$ cat src/rtl/regfile_onehot_wr_if.sv
// Bus bundle for regfile_onehot_wr: one-hot write port, two read ports and status.
//
// Write handshake: ctrl_writeEnable is the only request qualifier. There is no ready;
// the register file samples the request on every rising clock edge, so a request is
// consumed in the same cycle it is presented. wr_onehot and data_writeReg are don't-care
// while ctrl_writeEnable is low. Reads carry no handshake: data follows the address
// combinationally.
interface regfile_onehot_wr_if #(
    parameter int DATA_WIDTH = 32,
    parameter int NUM_REGS   = 32,
    parameter int ADDR_WIDTH = 5
);
    logic                  ctrl_writeEnable;
    logic [NUM_REGS-1:0]   wr_onehot;
    logic [DATA_WIDTH-1:0] data_writeReg;
    logic [ADDR_WIDTH-1:0] ctrl_readRegA;
    logic [ADDR_WIDTH-1:0] ctrl_readRegB;
    logic [DATA_WIDTH-1:0] data_readRegA;
    logic [DATA_WIDTH-1:0] data_readRegB;
    logic                  wr_error;
    logic [15:0]           wr_count;

    // Pipeline side: issues writes and read addresses, consumes read data and status
    modport master (
        output ctrl_writeEnable, wr_onehot, data_writeReg, ctrl_readRegA, ctrl_readRegB,
        input  data_readRegA, data_readRegB, wr_error, wr_count
    );

    // Register file side
    modport slave (
        input  ctrl_writeEnable, wr_onehot, data_writeReg, ctrl_readRegA, ctrl_readRegB,
        output data_readRegA, data_readRegB, wr_error, wr_count
    );
endinterface

$ cat src/rtl/regfile_onehot_wr.sv
// CPU integer register file with a one-hot write select (fed straight from the
// 5-to-32 write-address decoder) and two combinational read ports.
// r0 reads as zero and ignores writes. A multi-hot select under write enable is
// dropped and latches a sticky wr_error. wr_count counts committed writes and
// saturates at 16'hFFFF.
// Optional feature: define REGFILE_WRITE_BYPASS_EN to forward a valid same-cycle
// write onto any read port addressing the destination register.
module regfile_onehot_wr #(
    parameter int DATA_WIDTH = 32,
    parameter int NUM_REGS   = 32,
    parameter int ADDR_WIDTH = 5
) (
    input logic                clock,
    input logic                reset_n,
    regfile_onehot_wr_if.slave bus
);

    logic [1:0]            rst_sync;
    logic                  rst_int_n;
    logic [NUM_REGS-1:0]   sel;
    logic                  sel_any;
    logic                  sel_multi;
    logic                  wr_commit;
    logic                  wr_multi;
    logic [DATA_WIDTH-1:0] regs [NUM_REGS];
    logic                  error_q;
    logic [15:0]           count_q;
    logic [DATA_WIDTH-1:0] rd_a;
    logic [DATA_WIDTH-1:0] rd_b;

    // Reset asserts immediately but releases two clock edges after reset_n rises
    always_ff @(posedge clock or negedge reset_n) begin
        if (!reset_n) begin
            rst_sync <= 2'b00;
        end else begin
            rst_sync <= {rst_sync[0], 1'b1};
        end
    end

    assign rst_int_n = rst_sync[1];

    // Select qualification. x & (x-1) clears the lowest set bit, so a nonzero result
    // means two or more bits are set. Bit 0 selects r0, which never takes a write.
    assign sel       = bus.wr_onehot;
    assign sel_any   = |sel;
    assign sel_multi = |(sel & (sel - NUM_REGS'(1)));
    assign wr_commit = rst_int_n & bus.ctrl_writeEnable & sel_any & ~sel_multi & ~sel[0];
    assign wr_multi  = bus.ctrl_writeEnable & sel_multi;

    // Register array: cleared on reset, one entry loaded per committed write
    always_ff @(posedge clock or negedge rst_int_n) begin
        if (!rst_int_n) begin
            for (int i = 0; i < NUM_REGS; i++) begin
                regs[i] <= '0;
            end
        end else if (wr_commit) begin
            for (int i = 1; i < NUM_REGS; i++) begin
                if (sel[i]) begin
                    regs[i] <= bus.data_writeReg;
                end
            end
        end
    end

    // Sticky error: set by any enabled multi-hot select, cleared only by reset
    always_ff @(posedge clock or negedge rst_int_n) begin
        if (!rst_int_n) begin
            error_q <= 1'b0;
        end else if (wr_multi) begin
            error_q <= 1'b1;
        end
    end

    // Committed-write counter, holds at all-ones instead of wrapping
    always_ff @(posedge clock or negedge rst_int_n) begin
        if (!rst_int_n) begin
            count_q <= '0;
        end else if (wr_commit && (count_q != 16'hFFFF)) begin
            count_q <= count_q + 16'd1;
        end
    end

`ifdef REGFILE_WRITE_BYPASS_EN
    logic [ADDR_WIDTH-1:0] wr_index;

    // One-hot to binary; only meaningful when wr_commit is high (exactly one bit set)
    always_comb begin
        wr_index = '0;
        for (int i = 0; i < NUM_REGS; i++) begin
            if (sel[i]) begin
                wr_index = ADDR_WIDTH'(i);
            end
        end
    end

    // Read ports with writeback forwarding; wr_commit excludes r0 and invalid writes
    always_comb begin
        rd_a = (bus.ctrl_readRegA == '0) ? '0 : regs[bus.ctrl_readRegA];
        rd_b = (bus.ctrl_readRegB == '0) ? '0 : regs[bus.ctrl_readRegB];
        if (wr_commit && (bus.ctrl_readRegA == wr_index)) begin
            rd_a = bus.data_writeReg;
        end
        if (wr_commit && (bus.ctrl_readRegB == wr_index)) begin
            rd_b = bus.data_writeReg;
        end
    end
`else
    // Read ports return array contents; a same-cycle write is seen one cycle later
    always_comb begin
        rd_a = (bus.ctrl_readRegA == '0) ? '0 : regs[bus.ctrl_readRegA];
        rd_b = (bus.ctrl_readRegB == '0) ? '0 : regs[bus.ctrl_readRegB];
    end
`endif

    assign bus.data_readRegA = rd_a;
    assign bus.data_readRegB = rd_b;
    assign bus.wr_error      = error_q;
    assign bus.wr_count      = count_q;

endmodule

$ cat src/flat_wrapper.sv
// flat-port wrapper written by rule: the top's interface ports become plain ports
module regfile_onehot_wr_flat 
#(
    parameter int DATA_WIDTH = 32,
    parameter int NUM_REGS   = 32,
    parameter int ADDR_WIDTH = 5
)
  (clock, reset_n, bus_ctrl_writeEnable, bus_wr_onehot, bus_data_writeReg, bus_ctrl_readRegA, bus_ctrl_readRegB, bus_data_readRegA, bus_data_readRegB, bus_wr_error, bus_wr_count);
  regfile_onehot_wr_if #(.DATA_WIDTH(DATA_WIDTH), .NUM_REGS(NUM_REGS), .ADDR_WIDTH(ADDR_WIDTH)) bus_i ();
  input logic clock;
  input logic reset_n;
  input wire logic [$bits(bus_i.ctrl_writeEnable)-1:0] bus_ctrl_writeEnable;
  input wire logic [$bits(bus_i.wr_onehot)-1:0] bus_wr_onehot;
  input wire logic [$bits(bus_i.data_writeReg)-1:0] bus_data_writeReg;
  input wire logic [$bits(bus_i.ctrl_readRegA)-1:0] bus_ctrl_readRegA;
  input wire logic [$bits(bus_i.ctrl_readRegB)-1:0] bus_ctrl_readRegB;
  output wire logic [$bits(bus_i.data_readRegA)-1:0] bus_data_readRegA;
  output wire logic [$bits(bus_i.data_readRegB)-1:0] bus_data_readRegB;
  output wire logic [$bits(bus_i.wr_error)-1:0] bus_wr_error;
  output wire logic [$bits(bus_i.wr_count)-1:0] bus_wr_count;
  assign bus_i.ctrl_writeEnable = bus_ctrl_writeEnable;
  assign bus_i.wr_onehot = bus_wr_onehot;
  assign bus_i.data_writeReg = bus_data_writeReg;
  assign bus_i.ctrl_readRegA = bus_ctrl_readRegA;
  assign bus_i.ctrl_readRegB = bus_ctrl_readRegB;
  assign bus_data_readRegA = bus_i.data_readRegA;
  assign bus_data_readRegB = bus_i.data_readRegB;
  assign bus_wr_error = bus_i.wr_error;
  assign bus_wr_count = bus_i.wr_count;
  regfile_onehot_wr #(.DATA_WIDTH(DATA_WIDTH), .NUM_REGS(NUM_REGS), .ADDR_WIDTH(ADDR_WIDTH)) u_core (.clock(clock), .reset_n(reset_n), .bus(bus_i));
endmodule
$ cat config.mk
export PLATFORM = sky130hd
export DESIGN_NAME = regfile_onehot_wr_flat
export DESIGN_NICKNAME = d
export VERILOG_FILES = /design/src/rtl/regfile_onehot_wr_if.sv /design/src/rtl/regfile_onehot_wr.sv /design/src/flat_wrapper.sv
export SDC_FILE = /design/constraint.sdc
export NUM_CORES = 2
export LEC_CHECK = 0
export CORE_MARGIN = 4
export CORE_UTILIZATION = 29
export CTS_BUF_LIST = sky130_fd_sc_hd__clkbuf_4
export CTS_CLUSTER_DIAMETER = 50
export DETAILED_ROUTE_END_ITERATION = 10
export DONT_BUFFER_PORTS = 1
export SYNTH_ARGS = -nofsm -noshare
export SYNTH_HDL_FRONTEND = slang
export SYNTH_SLANG_ARGS = --single-unit
$ cat constraint.sdc
create_clock -name clock -period 27.6 [get_ports clock]
set_clock_uncertainty 0.15 [all_clocks]
set_input_delay 6.9 -clock clock [delete_from_list [all_inputs] [get_ports clock]]
set_output_delay 6.9 -clock clock [all_outputs]
set_load 0.01 [all_outputs]
==> impl_results.md <==
* Post-route ant nets at 0
* YS warnings at 32
* Full die area at 0.1927 mm2
* Crit path kind: in2out
* Slowest cell on crit path: mux4_2
* Net Count, Synth at 3372
* DRT Pass-1 Iters at 5
* CP endpoint kind: output pin
* WP data arrival at 9.27 ns
* WP data required at 20.55 ns
* TNS Setup at 0 ns
* Core Region at 0.1839 mm2
* I/O pin count at 158
* Largest net degree at the start of global routing at 259
* Reg2reg end: u_core.regs[784]$_DFFE_PN0P_
* Cell accounting for the most synthesized area: dfrtp_1
* Vias in the first global route at 34524
* Worst flop-to-flop path startpoint: u_core.rst_sync[1]$_DFF_PN0_
* Register area at 0.02530 mm2
* Synth Area in Adders at 0.0002323
* Critical path capture point: bus_data_readRegB[29]
* Post-cts sizing count at 0
* Final non-filler cell total at 5948
* H-tree depth at 5
* CP startpoint: bus_ctrl_readRegB[0]
* Startpoint types: input pin
* Top cell type's share of synthesized area at 0.4697
* Clk_lat worst skew at 1.24 ns
* Final number of hold-violating endpoints at 0
* Synth area leaders: dfrtp_1 (47%), mux4_2 (24%), mux2_2 (21%), mux2_1 (2.8%), clkbuf_1 (1.4%)
* Root buffer cell: clkbuf_4
* Port Buffers at 0
* Final Setup Violations at 0
* CTS clock-pin slew for the worst setup and hold paths at 0.06 ns
* Post-synth EDFFs at 0
* Inserted Clock Buffers at 297
* Least-Margin Pin Slew at 1.270 ns
* First-pass GRT wire length at 243200 um
* Unrepaired setup endpoints after global routing: false
* Final Net Count at 3354
* Clock Tree Buf Depth at 4
* Post-CTS Hold Buffers at 0
* Drt via density at 5.443
* Final Wtd Congestion at 0.7562
* Die height at 439.0 um
* Clock sinks at 1011
* Synth-to-Final Area Change at 10.49%
* Post-synthesis sequential area ratio at 0.4697
* Max Fclk at 0.06127 GHz
* Slew HR at 0.1533
* Simple-Gate Fraction of Synth Area at 0.01055
* Post-CTS Setup Bufs at 0
* DP HPWL at 87670 um
* Mux share of post-synthesis cell area at 0.4754
* Worst Path Buf+Inv at 0
* Status: completed
* Leak at 27.57 nW
* Final period util at 0.5914
* DR DRC count at 0
* Final wirelength at 165300 um
* CP cell instances: mux4_2 > mux4_2 > mux2_2
* Largest family of logic cells by synthesized area: multiplexers
* Initial DRC Count at 2158
* Grt ovf at 0
* Die width at 439.0 um
* Most Frequent Cell on Critical Path: mux4_2
* # fillers at 18108
* WL/cell at 27.80 um
* Inst Count DP at 5441
* Slowest Stage Delay on Critical Path at 0.88 ns
* Tmin final at 16.32 ns
* Largest delay share family, worst path: multiplexers
* Async SR Flop Fraction at 1.000
* Worst min path class: reg2reg
* Cells after synthesis at 3294
* Critical-path maximum fanout at 257
* Power density over the cells at 49.52 mW/mm2
* Num rows at 157
* Layout cells sized above 1 at 0.6000
* Library cells used by synthesis at 45
* Total global-route track usage at 0.1709
* Via count at 32373
* Top_reg_cell synth: dfrtp_1
* Synth Area in XOR/XNOR at 0.002114
* Syn avg cell area at 16.35 um2
* Initial core utilization at 0.2930
* R2R Setup Slk at 22.48 ns
* Final slew viol count at 0
* Critical Path Stages at 3
* Max Cap Viol at 0
* FF+latch count, synth at 1011
* Initial antenna violation count at 4
* Synth Area in Compound Gates at 0.01496
* CTS tree: yes
* Worst VDD drop at 0.03149 mV
* Post-Syn Area at 0.05387 mm2
* Multi-input logic area at 0.02722 mm2
* FF-to-FF path depth at 5
## worst reg2reg max path, cell delays in order, from the launching register on
cell and delay [ns]:
dfrtp_4 0.96, buf_4 0.70, buf_4 0.66, buf_4 0.82, buf_4 0.89, buf_4 0.84
## stage by stage
| stage | area [um2] | hold WS (ns) | utilization | setup WS, ns | power, mW |
|---|---|---|---|---|---|
| CTS | 59480 | 0.1999 | 0.3235 | 11.47 | 2.993 |
| floorplan | 53870 | 0.1811 | - | 11.04 | 1.625 |
| finish | 59510 | 0.1927 | 0.3237 | 11.28 | 2.947 |
| global placement | 55950 | 0.1869 | 0.3043 | 11.58 | 1.584 |
| global route | 59510 | 0.2065 | 0.3237 | 11.48 | 3.078 |
| detailed placement | 55950 | 0.1926 | 0.3043 | 11.48 | 1.584 |
## cell families (layout without fill, tap and decap cells)
group                      after synthesis  count (layout)
DFF                                   1011            1011
other                                    1              15
buffers and inverters                  360             536
AOI/OAI and AO/OA                       97              97
muxes                                 1698            1698
and+or+nand+nor                        113             113
adders and majority gates                1               1
xor gates and xnor gates                13              13
## routing by layer
| layer | global-route usage | part of all wire |
|---|---|---|
| met4 | 0.06944 | 0.038 |
| met3 | 0.03947 | 0.055 |
| met1 | 0.2060 | 0.40 |
| met2 | 0.2945 | 0.51 |
| met5 | 0 | 0 |
## how the worst min path moves through the flow
stage                                      start                            to  cells after the start
floorplan           u_core.rst_sync[0]$_DFF_PN0_  u_core.rst_sync[1]$_DFF_PN0_                      0
global placement    u_core.rst_sync[0]$_DFF_PN0_  u_core.rst_sync[1]$_DFF_PN0_                      0
detailed placement  u_core.rst_sync[0]$_DFF_PN0_  u_core.rst_sync[1]$_DFF_PN0_                      0
CTS                 u_core.rst_sync[0]$_DFF_PN0_  u_core.rst_sync[1]$_DFF_PN0_                      0
global route        u_core.rst_sync[0]$_DFF_PN0_  u_core.rst_sync[1]$_DFF_PN0_                      0
finish              u_core.rst_sync[0]$_DFF_PN0_  u_core.rst_sync[1]$_DFF_PN0_                      0
## power breakdown
group	switching, mW	leakage [nW]	internal, mW
sequential	0.00178	14.1	1.48
clock	0.666	2.12	0.726
combinational	0.0330	11.3	0.0384
## cell usage in the layout, fill, tap and decap left out, types with 6 or more instances in the layout
master,instances
dfrtp_1,1010
mux2_2,988
mux4_2,576
clkbuf_4,429
mux2_1,134
a22o_1,63
clkinv_1,52
buf_4,37
nand2_2,27
diode_2,14
nand2_1,14
nand3_1,14
xnor2_1,12
nor2_1,10
nor4_1,8
and3_1,7
o41ai_1,6
o31ai_1,6
## cell type report
cell class,count,share of cell area
antenna,14,0.0005887
clock buffer,429,0.05412
clock inverter,64,0.005088
inverter,3,0.0001892
multi-input combinational,1923,0.4574
sequential,1011,0.4252
tap,2464,0.05180
timing repair buffer,40,0.005676
## registers in the layout, summed over array words and instances, names as in the netlist
register and cells:
u_core.rst_sync 2, u_core.regs 992, u_core.bus.wr_count 16, u_core.bus.wr_error 1
## cells in the mapped netlist (2+ instances only)
library cell / instances
a211oi_1: 3
a21o_1: 3
a21oi_1: 2
a22o_1: 63
and2_1: 3
and3_1: 8
buf_1: 76
buf_2: 71
buf_4: 4
clkbuf_1: 206
dfrtp_1: 1011
inv_1: 3
mux2_1: 134
mux2_2: 988
mux4_2: 576
nand2_1: 43
nand2_2: 2
nand3_1: 14
nand4_1: 5
nand4b_1: 2
nor2_1: 10
nor2b_1: 2
nor3_1: 5
nor4_1: 8
nor4b_1: 2
o21ai_0: 5
o31a_1: 2
o31ai_1: 6
o41ai_1: 6
or3_1: 3
or4_1: 3
xnor2_1: 12
Power figures use the tool's default switching activity.
